### src/rtl/alu_cmd_sequencer.sv
// Flow-controlled command front end for the combinational ALU: one command in flight,
// optional accumulator substitution for operand A, captured result returned over valid/ready.
module alu_cmd_sequencer #(
    parameter int WIDTH = 8,
    parameter int CNT_W = 16
) (
    input  logic             clk,
    input  logic             rst,
    input  logic             cmd_valid,
    output logic             cmd_ready,
    input  logic [2:0]       cmd_op,
    input  logic [WIDTH-1:0] cmd_a,
    input  logic [WIDTH-1:0] cmd_b,
    input  logic             cmd_use_acc,
    output logic [WIDTH-1:0] alu_a,
    output logic [WIDTH-1:0] alu_b,
    output logic [2:0]       alu_op,
    output logic             alu_valid,
    input  logic [WIDTH-1:0] alu_result,
    input  logic             alu_zero,
    input  logic             alu_carry,
    input  logic             alu_overflow,
    output logic             rsp_valid,
    input  logic             rsp_ready,
    output logic [WIDTH-1:0] rsp_result,
    output logic             rsp_zero,
    output logic             rsp_carry,
    output logic             rsp_overflow,
    output logic             rsp_err,
    output logic [WIDTH-1:0] acc,
    output logic [CNT_W-1:0] done_count
);

    localparam logic [1:0] S_IDLE  = 2'd0;
    localparam logic [1:0] S_ISSUE = 2'd1;
    localparam logic [1:0] S_RESP  = 2'd2;

    localparam logic [2:0] OP_RSVD = 3'b111;

    logic [1:0]       state_q,        state_d;
    logic [WIDTH-1:0] alu_a_q,        alu_a_d;
    logic [WIDTH-1:0] alu_b_q,        alu_b_d;
    logic [2:0]       alu_op_q,       alu_op_d;
    logic [WIDTH-1:0] rsp_result_q,   rsp_result_d;
    logic             rsp_zero_q,     rsp_zero_d;
    logic             rsp_carry_q,    rsp_carry_d;
    logic             rsp_overflow_q, rsp_overflow_d;
    logic             rsp_err_q,      rsp_err_d;
    logic [WIDTH-1:0] acc_q,          acc_d;
    logic [CNT_W-1:0] done_count_q,   done_count_d;

    always_comb begin
        state_d        = state_q;
        alu_a_d        = alu_a_q;
        alu_b_d        = alu_b_q;
        alu_op_d       = alu_op_q;
        rsp_result_d   = rsp_result_q;
        rsp_zero_d     = rsp_zero_q;
        rsp_carry_d    = rsp_carry_q;
        rsp_overflow_d = rsp_overflow_q;
        rsp_err_d      = rsp_err_q;
        acc_d          = acc_q;
        done_count_d   = done_count_q;

        case (state_q)
            S_IDLE: begin
                if (cmd_valid) begin
                    alu_a_d  = cmd_use_acc ? acc_q : cmd_a;
                    alu_b_d  = cmd_b;
                    alu_op_d = cmd_op;
                    // Reserved opcode never reaches the ALU; answer immediately with an error.
                    if (cmd_op == OP_RSVD) begin
                        rsp_result_d   = '0;
                        rsp_zero_d     = 1'b0;
                        rsp_carry_d    = 1'b0;
                        rsp_overflow_d = 1'b0;
                        rsp_err_d      = 1'b1;
                        state_d        = S_RESP;
                    end else begin
                        state_d = S_ISSUE;
                    end
                end
            end
            S_ISSUE: begin
                rsp_result_d   = alu_result;
                rsp_zero_d     = alu_zero;
                rsp_carry_d    = alu_carry;
                rsp_overflow_d = alu_overflow;
                rsp_err_d      = 1'b0;
                acc_d          = alu_result;
                state_d        = S_RESP;
            end
            S_RESP: begin
                if (rsp_ready) begin
                    done_count_d = done_count_q + CNT_W'(1);
                    state_d      = S_IDLE;
                end
            end
            default: begin
                state_d = S_IDLE;
            end
        endcase
    end

    always_ff @(posedge clk) begin
        if (rst) begin
            state_q        <= S_IDLE;
            alu_a_q        <= '0;
            alu_b_q        <= '0;
            alu_op_q       <= '0;
            rsp_result_q   <= '0;
            rsp_zero_q     <= 1'b0;
            rsp_carry_q    <= 1'b0;
            rsp_overflow_q <= 1'b0;
            rsp_err_q      <= 1'b0;
            acc_q          <= '0;
            done_count_q   <= '0;
        end else begin
            state_q        <= state_d;
            alu_a_q        <= alu_a_d;
            alu_b_q        <= alu_b_d;
            alu_op_q       <= alu_op_d;
            rsp_result_q   <= rsp_result_d;
            rsp_zero_q     <= rsp_zero_d;
            rsp_carry_q    <= rsp_carry_d;
            rsp_overflow_q <= rsp_overflow_d;
            rsp_err_q      <= rsp_err_d;
            acc_q          <= acc_d;
            done_count_q   <= done_count_d;
        end
    end

    // Handshake outputs are held low while reset is asserted, whatever the state register says.
    assign cmd_ready    = !rst && (state_q == S_IDLE);
    assign alu_valid    = !rst && (state_q == S_ISSUE);
    assign rsp_valid    = !rst && (state_q == S_RESP);

    assign alu_a        = alu_a_q;
    assign alu_b        = alu_b_q;
    assign alu_op       = alu_op_q;
    assign rsp_result   = rsp_result_q;
    assign rsp_zero     = rsp_zero_q;
    assign rsp_carry    = rsp_carry_q;
    assign rsp_overflow = rsp_overflow_q;
    assign rsp_err      = rsp_err_q;
    assign acc          = acc_q;
    assign done_count   = done_count_q;

endmodule
### config.mk
export PLATFORM = sky130hd
export DESIGN_NAME = alu_cmd_sequencer
export DESIGN_NICKNAME = d
export VERILOG_FILES = /design/src/rtl/alu_cmd_sequencer.sv
export SDC_FILE = /design/constraint.sdc
export NUM_CORES = 1
export LEC_CHECK = 0
export ABC_CLOCK_PERIOD_IN_PS = 2000
export CORE_MARGIN = 4
export CORE_UTILIZATION = 42
export DETAILED_ROUTE_END_ITERATION = 10
export PLACE_DENSITY = 0.81
export SLEW_MARGIN = 5
export SYNTH_ARGS = -nofsm -noshare
export SYNTH_HDL_FRONTEND = slang
export SYNTH_SLANG_ARGS = --single-unit
### constraint.sdc
create_clock -name clk -period 2 [get_ports clk]
set_input_delay 0.6 -clock clk [delete_from_list [all_inputs] [get_ports clk]]
set_output_delay 0.6 -clock clk [all_outputs]
set_load 0.05 [all_outputs]
==> results.md, run 1 <==
- Via count of the first global-routing pass: roughly 2200
- Overflow left after global routing: 0
- Ratio of total power to cell area: around 800 nW/µm²
- GRT Overall Usage: 19.4%
- Initial DRC Count: 82
- Syn Area/Cell: 8.82 µm²
- Startpoint kind of the worst setup timing path: primary input
- Slew margin rel.: a little under three fifths
- Global routing met3 resource utilization: 7.06%
- Clock Sinks: 57
- Count of final hold-check violations: 0
- Critical path's largest stage delay: 0.51 ns
- Syn-to-layout area delta: 52.0%
- Required time worst endpoint: 2.26 ns
- Signal arrival time at the worst endpoint: 2.13 ns
- Final-report setup violation count: 0
- Core Util, Final: about two thirds
- Number of buffer cells added on primary ports: 92
- Row count: 26
- Achievable frequency: approximately 0.53 GHz
- Cts repair resizes: 0
- Number of buffers inserted for hold repair after clock tree synthesis: 0
- Worst setup slack for register-to-register paths: ~0.39 ns
- Placer Congestion: approximately 0.79
- Setup Crit Path Kind: in2reg
- Hold Path Stages: 2
- Buffer depth of the longest clock path: 2
- Met2 Usage GRT: 32.2%
- Final slew viol count: 0
- Fraction of final layout cells sized beyond drive strength 1: a little over a quarter
- #FFs+latches synth: 57
- Die area: 6480 µm²
- Placed wire-length estimate: 4540 µm
- DR DRC count: 0
- DR pass1 iterations: 4
- Max cap viols: 0
- Number of vias in the routed layout: approximately 2200
- Antenna violations before repair: 0
- Worst-margin pin slew: 0.665 ns
- Number of levels the H-tree was split into: 3
- Total leakage power: between 1 and 1.5 nW
- Routed wire length: a little under 6000 µm
- Origin of the critical flop-to-flop path: done_count[3]
- Instance count of the mapped netlist: 250
- Die Height: approximately 80 µm
- Routed WL per cell: 13.8 µm
- CP top delay family: simple AND/OR/NAND/NOR gates
- Crit path max-delay cell type: sky130_fd_sc_hd__clkdlybuf4s50_1
- Worst Path Max Fanout: 4
- Fin Hold WS: between 0.4 and 0.5 ns
- Clock period minus final worst setup slack: roughly 1.9 ns
- IO Pins: 93
- Clock transition time at the flip-flop clock pins of the worst setup and hold paths: around 0.060 ns
- Number of distinct library cells after synthesis: 32
- Path class of the lowest-slack min-delay path: reg2reg
- Net count after synthesis: around 290
- Max rail drop VDD: about 0.43 mV
- Ordered list of cells on the worst path: clkdlybuf4s50_1, and4b_1, nand2_2, or4_1, a21oi_1
- Worst-Skew Late Latency: around 0.32 ns
- Wire length of the first global-routing pass: ~10000 µm
- Fin crit share: 93.5%
- Worst setup margin: ~0.13 ns
- Worst setup slack before clock tree synthesis: -0.192 ns
- Run status: finished clean
- Chip Width: between 80 and 90 µm
- Total CTS buffers: 9
- Root buffer cell: sky130_fd_sc_hd__clkbuf_8
- Worst min-delay path startpoint: alu_b[2]
- Clock tree from TritonCTS: built
- Maximum number of pins on one net before global-route repair: 22
- Syn Std Cell Area: 2210 µm²
- Post-route ant nets: 0
- Final Total Pwr: around 0.0027 W
- Logic depth of the worst register-to-register path: 4
- Hold EP: alu_b[2]
- Crit path buffers/inverters: 1
- Count of buffers added by post-CTS timing repair for setup: 0
- Count of inserted antenna diode cells: 0
- Number of nets at the end of the flow: about 390
- Core footprint: 5110 µm²
- Most used routing layer in global routing: met2
- RSZ-0062 raised after global routing: false
- Initial core utilization: ~43%
- Met1 Resource Use GR: 22.3%
- Layout Skew: roughly 0.0048 ns
- Worst reg2reg path endpoint: done_count[15]
- Vias per cell: roughly 5.0
- Sequential share of the synthesized area: around half
- Number of warnings printed during yosys synthesis: 0
- Kind of capture point of the worst setup path: flip-flop
-- cells in the final DEF (no fill, tap or decap), drive strengths merged, types with 3 or more instances in the layout --
| cell type | netlist | final |
|---|---|---|
| dfxtp | 57 | 57 |
| buf | 8 | 77 |
| nand3 | 4 | 4 |
| clkinv | 0 | 3 |
| clkdlybuf4s50 | 0 | 33 |
| a21oi | 26 | 26 |
| mux2i | 8 | 8 |
| nand2 | 48 | 48 |
| nor2 | 26 | 26 |
| xor2 | 6 | 6 |
| nand4 | 8 | 8 |
| a211oi | 8 | 8 |
| a22o | 11 | 11 |
| nor3 | 4 | 4 |
| nor4 | 3 | 3 |
| xnor2 | 5 | 5 |
| clkbuf | 7 | 13 |
-- synthesized netlist by cell type (all sizes together) --
cell / n / area share (%)
a21oi: 26 / 5.9
mux2i: 8 / 3.6
and2: 1 / 0.28
ha: 1 / 0.57
dfxtp: 57 / 52
and3: 2 / 0.57
or3: 2 / 0.57
nor3: 4 / 0.91
inv: 2 / 0.34
nand3: 4 / 0.91
nand4b: 1 / 0.40
nand2b: 1 / 0.28
a22o: 11 / 4.4
nor4: 3 / 0.85
o31ai: 2 / 0.68
nor2b: 2 / 0.57
or4: 2 / 0.68
xnor2: 5 / 2.0
o21ai: 2 / 0.45
and4: 1 / 0.40
a211oi: 8 / 2.7
a31oi: 1 / 0.28
buf: 8 / 1.9
nor2: 26 / 4.4
nand2: 48 / 8.3
clkbuf: 7 / 1.2
and4b: 1 / 0.45
nand4: 8 / 2.3
xor2: 6 / 2.4
-- through the flow --
| stage | cells | area, µm² | TNS (ns) |
|---|---|---|---|
| CTS | 431 | 3350 | 0 |
| finish | 431 | 3350 | 0 |
| detailed placement | 415 | 3180 | -1.59 |
| global route | 431 | 3350 | 0 |
| floorplan | 250 | 2210 | 0 |
| global placement | 415 | 3180 | -0.886 |
-- worst register-to-register path, delay by kind of cell (launching register included) --
kind | cells | cell delay (ns)
and+or+nand+nor | 3 | 0.94
DFF | 1 | 0.45
AOI/OAI and AO/OA | 1 | 0.16
-- routing by layer --
layer  share of wire (%)  vias to the layer above
met5                   0                        -
met3                 7.8                       13
met1                  42                     1010
li1                    -                     1076
met2                  48                       66
met4                 2.0                        0
-- sequential cells by signal, indices dropped and copies added, names as in the netlist --
register / cells
rsp_result: 8
alu_op: 3
rsp_carry: 1
alu_a: 8
state_q: 2
alu_b: 8
rsp_zero: 1
done_count: 16
rsp_overflow: 1
rsp_err: 1
acc: 8
-- area by class of cell --
class,instances,area (µm²)
clock buffer,13,159
clock inverter,3,15.0
fill,451,1760
inverter,2,7.51
multi-input combinational,176,996
sequential,57,1140
tap,70,87.6
timing repair buffer,110,943
-- worst max path at each step --
| stage | start | endpoint | slack (ns) | cells past startpoint |
|---|---|---|---|---|
| 6_report | rsp_ready | done_count[14] | 0.13 | 5 |
| 5_1_grt | rsp_ready | done_count[15] | 0.02 | 5 |
| 4_1_cts | state_q[1] | rsp_valid | 0.008 | 3 |
| 3_5_place_dp | rsp_ready | done_count[15] | -0.19 | 5 |
| 3_3_place_gp | rsp_ready | done_count[14] | -0.14 | 5 |
| 2_1_floorplan | rst | rsp_valid | 0.16 | 2 |
-- cells by family (layout without fill, tap and decap cells) --
kind of cell             Yosys count  count (layout)  share of synthesized area [%]
multiplexers                       8               8                           3.63
flip-flops                        57              57                           51.7
AO/OA/AOI/OAI                     50              50                           14.4
buffers and inverters             17             128                           3.46
adder cells (fa/ha/maj)            1               1                          0.567
XOR/XNOR                          11              11                           4.37
AND/OR/NAND/NOR                  106             106                           21.8
-- power breakdown --
part / switching, W / total (W) / internal (W)
combinational: 0.000327 / 0.000534 / 0.000207
clock: 0.000428 / 0.000939 / 0.000511
sequential: 0.0000378 / 0.00123 / 0.00119
total: 0.000793 / 0.00270 / 0.00191
Note: power is estimated with default switching activity, not from simulation.
==> run 2: changes to the inputs <==
--- a/config.mk
+++ b/config.mk
@@ -7,9 +7,10 @@
 export LEC_CHECK = 0
 export ABC_CLOCK_PERIOD_IN_PS = 2000
 export CORE_MARGIN = 4
-export CORE_UTILIZATION = 42
+export CORE_UTILIZATION = 55
 export DETAILED_ROUTE_END_ITERATION = 10
-export PLACE_DENSITY = 0.81
+export DONT_BUFFER_PORTS = 1
+export PLACE_DENSITY = 0.72
 export SLEW_MARGIN = 5
 export SYNTH_ARGS = -nofsm -noshare
 export SYNTH_HDL_FRONTEND = slang
==> run 2 against run 1 <==
  * Die area shrank 21%
  * Non-clock buffer count shrank 89
  * Sequential cell count unchanged
  * Clock skew up 0.0017 ns
  * First-iteration DRC count up 28%
  * Clock power grew 40%
  * Maximum frequency up 0.14%
  * Critical endpoint is now rsp_valid
  * Largest cell class unchanged
==> results.md, run 2 (synthesis results as in run 1) <==
- Total leakage power: 1.01 nW (-28%)
- Initial core utilization: 58.5% (+15 points)
- Post-route ant nets: 0 (unchanged)
- DR DRC count: 0 (unchanged)
- Clock tree from TritonCTS: built
- Kind of capture point of the worst setup path: primary output
- Antenna violations before repair: 0 (unchanged)
- Vias per cell: 5.62 (+12%)
- Fraction of final layout cells sized beyond drive strength 1: 14.7% (-12 points)
- Number of buffers inserted for hold repair after clock tree synthesis: 0 (unchanged)
- Path class of the lowest-slack min-delay path: in2reg
- Crit path max-delay cell type: sky130_fd_sc_hd__dfxtp_2
- Row count: 22 (-15%)
- Worst-Skew Late Latency: 0.34 ns (+0.02 ns)
- Commonest cells after routing, fill and taps aside: sky130_fd_sc_hd__dfxtp_1, sky130_fd_sc_hd__nand2_1, sky130_fd_sc_hd__nor2_1, sky130_fd_sc_hd__a21oi_1, sky130_fd_sc_hd__buf_4
- Final slew viol count: 0 (unchanged)
- Worst setup slack for register-to-register paths: 0.41 ns (+0.02 ns)
- Layout Skew: 0.00650 ns (+0.00173 ns)
- Clock transition time at the flip-flop clock pins of the worst setup and hold paths: 0.07 ns (about the same)
- Number of nets at the end of the flow: 303 (-23%)
- Root buffer cell: sky130_fd_sc_hd__clkbuf_8
- Count of final hold-check violations: 0 (unchanged)
- DR pass1 iterations: 4 (unchanged)
- Max cap viols: 0 (unchanged)
- IO Pins: 93 (unchanged)
- Number of vias in the routed layout: 1799 (-17%)
- Overflow left after global routing: 0 (unchanged)
- Initial DRC Count: 105 (+28%)
- Buffer depth of the longest clock path: 2 (unchanged)
- Most common cell after layout, fill and taps aside: sky130_fd_sc_hd__dfxtp_1
- Critical path's largest stage delay: 0.41 ns (-0.10 ns)
- Die area: 5090 µm² (-21%)
- Via count of the first global-routing pass: 1720 (-21%)
- Run status: finished clean
- Ordered list of cells on the worst path: nor2b_1, nor2b_2, buf_12
- Placed wire-length estimate: 3570 µm (-21%)
- Worst Path Max Fanout: 9 (+5)
- Startpoint kind of the worst setup timing path: flip-flop
- Worst-margin pin slew: 0.702 ns (+0.0368 ns)
- Signal arrival time at the worst endpoint: 1.27 ns (-0.86 ns)
- Final-report setup violation count: 0 (unchanged)
- Core footprint: 3770 µm² (-26%)
- Max rail drop VDD: 0.640 mV (+49%)
- GRT Overall Usage: 21.7% (+2.3 points)
- Count of inserted antenna diode cells: 0 (unchanged)
- Placer Congestion: 0.790 (+0.32%)
- Clock period minus final worst setup slack: 1.87 ns (-0.00263 ns)
- Final TNS setup: 0 ns (unchanged)
- Chip Width: 71.3 µm (-11%)
- Die Height: 71.3 µm (-11%)
- Slew margin rel.: 53.0% (-2.5 points)
- Routed wire length: 5050 µm (-15%)
- Number of buffer cells added on primary ports: 0 (-100%)
- Fin crit share: 93.4% (-0.13 points)
- Syn-to-layout area delta: 18.9%
- Fin Hold WS: 0.327 ns (-0.130 ns)
- Required time worst endpoint: 1.40 ns (-0.86 ns)
- RSZ-0062 raised after global routing: false
- Clock Sinks: 57 (unchanged)
- Ratio of total power to cell area: 1100 nW/µm² (+36%)
- Routed WL per cell: 15.8 µm (+14%)
- Number of flip-flops under the largest register name: 16 (unchanged)
- Number of levels the H-tree was split into: 3 (unchanged)
- Total CTS buffers: 9 (unchanged)
- Wire length of the first global-routing pass: 8580 µm (-13%)
- Achievable frequency: 0.535 GHz (+0.14%)
- Setup Crit Path Kind: reg2out
- Maximum number of pins on one net before global-route repair: 50 (+130%)
[run 2: cell count changes in the layout (fill, tap and decap cells not counted), sizes merged]
cell | before | now
clkdlybuf4s50 | 33 | 0
bufinv | 0 | 3
clkinv | 3 | 1
buf | 77 | 21
clkinvlp | 0 | 1
clkbuf | 13 | 11
[run 2: through the flow]
stage          cell area [µm²]  std cells  power, W  worst slack (ns)  utilization, %
2_1_floorplan             2210        250   0.00156             0.162               -
3_3_place_gp              2370        304   0.00159             0.318            63.0
4_1_cts                   2620        320   0.00290            0.0116            69.4
3_5_place_dp              2370        304   0.00159             0.263            63.0
5_1_grt                   2620        320   0.00299            0.0253            69.6
6_report                  2620        320   0.00288             0.133            69.6
[run 2: worst max-delay path: cells and delay by family, from the launching register on]
kind                   cells  cell delay [ns]
flip-flops                 1             0.41
AND/OR/NAND/NOR            2             0.37
buffers and inverters      1             0.15
[run 2: cell type report]
type                       instances  area, µm²
clock buffer                      11        141
multi-input combinational        176        996
inverter                           2       7.51
timing repair buffer              21        174
fill                             315       1150
clock inverter                     5        103
tap                               48       60.1
sequential                        57       1140
[run 2: worst paths after layout]
kind,end,cells past startpoint,startpoint
setup / recovery,rsp_valid,3,state_q[1]
setup reg to reg,done_count[15],4,state_q[0]
hold reg to reg,done_count[12],2,done_count[12]
hold / removal,acc[1],1,rst
[run 2: metal layers]
layer	global-route usage [%]	wire, µm	vias up
met4	6.89	68	0
li1	-	-	907
met3	11.5	522	8
met5	0	0	-
met1	29.0	2200	819
met2	29.9	2260	65
[run 2: timing repair]
item | 4_1_cts | 5_1_grt
hold endpoints to repair | 0 | 0
setup endpoints to repair | 0 | 2
resized for setup | 0 | 2
buffers inserted | 0 | 0
[run 2: where the power goes]
group          leakage, nW  switching (W)  internal [W]  total, W
combinational        0.428      0.0000963     0.0000687  0.000165
clock                0.120       0.000449      0.000859   0.00131
sequential           0.465       0.000213       0.00119   0.00140
total                 1.01       0.000758       0.00212   0.00288
==> run 3: changes to the inputs <==
--- a/config.mk
+++ b/config.mk
@@ -11,6 +11,7 @@
 export DETAILED_ROUTE_END_ITERATION = 10
 export DONT_BUFFER_PORTS = 1
 export PLACE_DENSITY = 0.72
+export RECOVER_POWER = 100
 export SLEW_MARGIN = 5
 export SYNTH_ARGS = -nofsm -noshare
 export SYNTH_HDL_FRONTEND = slang
==> run 3 against run 2 <==
  * Critical path depth unchanged
  * Clock skew barely moved
  * Worst setup slack gained 0.0064 ns
  * Total power decreased by 0.17%
  * Utilization shrank 1.5 points
  * Largest cell class unchanged
==> results.md, run 3 (synthesis results as in run 1) <==
- Total leakage power: 0.979 nW (-3.3%)
- Maximum number of pins on one net before global-route repair: 50 (unchanged)
- Routed wire length: 5070 µm (+0.42%)
- Count of inserted antenna diode cells: 0 (unchanged)
- Number of buffers inserted for hold repair after clock tree synthesis: 0 (unchanged)
- Core footprint: 3770 µm² (unchanged)
- DR pass1 iterations: 4 (unchanged)
- Count of final hold-check violations: 0 (unchanged)
- Vias per cell: 5.61 (-0.28%)
- DR DRC count: 0 (unchanged)
- Path class of the lowest-slack min-delay path: in2reg
- Die area: 5090 µm² (unchanged)
- Clock Sinks: 57 (unchanged)
- Number of flip-flops under the largest register name: 16 (unchanged)
- Worst-Skew Late Latency: 0.33 ns (about the same)
- Routed WL per cell: 15.8 µm (+0.42%)
- Slew margin rel.: 52.8% (-0.19 points)
- Most common cell after layout, fill and taps aside: sky130_fd_sc_hd__dfxtp_1
- Crit. Startpoint: state_q[1]
- Final TNS setup: 0 ns (unchanged)
- Max rail drop VDD: 0.647 mV (+1.1%)
- Wire length of the first global-routing pass: 8580 µm (unchanged)
- Placed wire-length estimate: 3570 µm (unchanged)
- Kind of capture point of the worst setup path: primary output
- Setup Crit Path Kind: reg2out
- Number of vias in the routed layout: 1794 (-0.28%)
- Worst min-delay path startpoint: rst
- Fin crit share: 93.1% (-0.32 points)
- Die Height: 71.3 µm (unchanged)
- Overflow left after global routing: 0 (unchanged)
- Placer Congestion: 0.790 (unchanged)
- Antenna violations before repair: 0 (unchanged)
- Number of nets at the end of the flow: 303 (unchanged)
- Cts repair resizes: 0 (unchanged)
- Number of levels the H-tree was split into: 3 (unchanged)
- Fraction of final layout cells sized beyond drive strength 1: 12.5% (-2.2 points)
- Post-route design area: 2570 µm² (-2.2%)
- Final-report setup violation count: 0 (unchanged)
- Commonest cells after routing, fill and taps aside: sky130_fd_sc_hd__dfxtp_1, sky130_fd_sc_hd__nand2_1, sky130_fd_sc_hd__nor2_1, sky130_fd_sc_hd__a21oi_1, sky130_fd_sc_hd__clkbuf_2
- Buffer depth of the longest clock path: 2 (unchanged)
- Row count: 22 (unchanged)
- Clock period minus final worst setup slack: 1.86 ns (-0.00639 ns)
- Chip Width: 71.3 µm (unchanged)
- Worst Path Max Fanout: 9 (unchanged)
- Achievable frequency: 0.537 GHz (+0.34%)
- Root buffer cell: sky130_fd_sc_hd__clkbuf_8
- Ratio of total power to cell area: 1120 nW/µm² (+2.1%)
- Final Total Pwr: 0.00287 W (-0.17%)
- Via count of the first global-routing pass: 1720 (unchanged)
- Final slew viol count: 0 (unchanged)
- Initial DRC Count: 99 (-5.7%)
- GRT Overall Usage: 21.7% (unchanged)
- Initial core utilization: 58.5% (unchanged)
- Clock transition time at the flip-flop clock pins of the worst setup and hold paths: 0.07 ns (about the same)
- Layout Skew: 0.00688 ns (+0.000382 ns)
- Startpoint kind of the worst setup timing path: flip-flop
- Max cap viols: 0 (unchanged)
- Signal arrival time at the worst endpoint: 1.26 ns (about the same)
- Worst-margin pin slew: 0.705 ns (+0.00278 ns)
- Post-route ant nets: 0 (unchanged)
- Count of buffers added by post-CTS timing repair for setup: 0 (unchanged)
- RSZ-0062 raised after global routing: false
- Clock tree from TritonCTS: built
- Syn-to-layout area delta: 16.3%
- Run status: finished clean
- Required time worst endpoint: 1.40 ns (about the same)
- Placement-stage cell area: 2370 µm² (unchanged)
- Total CTS buffers: 9 (unchanged)
- IO Pins: 93 (unchanged)
- Core Util, Final: 68.0% (-1.5 points)
- Origin of the critical flop-to-flop path: state_q[1]
- Number of buffer cells added on primary ports: 0 (unchanged)
## run 3: final timing paths
check	endpoint	slack, ns	cells past startpoint
min reg2reg	done_count[12]	0.51	2
max reg2reg	alu_a[3]	0.38	5
max	rsp_valid	0.14	3
min	acc[1]	0.33	1
## run 3: routing by layer
| layer | up-vias | global-route usage (%) | wire (µm) |
|---|---|---|---|
| met2 | 67 | 29.9 | 2280 |
| li1 | 906 | - | - |
| met3 | 7 | 11.5 | 538 |
| met4 | 0 | 6.89 | 49 |
| met1 | 814 | 29.0 | 2200 |
| met5 | - | 0 | 0 |
## run 3: where the power goes
group          switching [W]  total, W  internal (W)
clock               0.000451   0.00131      0.000860
combinational      0.0000957  0.000158     0.0000625
sequential          0.000213   0.00140       0.00119
total               0.000759   0.00287       0.00211
## run 3: per-stage QoR
step	setup WS, ns	hold slack (ns)	instances
after floorplan	0.162	0.625	250
after global placement	0.318	0.492	304
after detailed placement	0.263	0.500	304
after CTS	0.0116	0.312	320
after global routing	0.0154	0.301	320
final	0.139	0.329	320
## run 3: worst max-delay path, stage by stage (launching register included)
cell	delay, ns
sky130_fd_sc_hd__dfxtp_2	0.41
sky130_fd_sc_hd__nor2b_1	0.17
sky130_fd_sc_hd__nor2b_2	0.20
sky130_fd_sc_hd__buf_12	0.15
## run 3: cell type report
cell class	instances	area (µm²)
Fill cell	333	1200
Sequential cell	57	1140
Multi-Input combinational cell	176	991
Clock buffer	11	141
Timing Repair Buffer	21	121
Clock inverter	5	103
Tap cell	48	60.1
Inverter	2	7.51
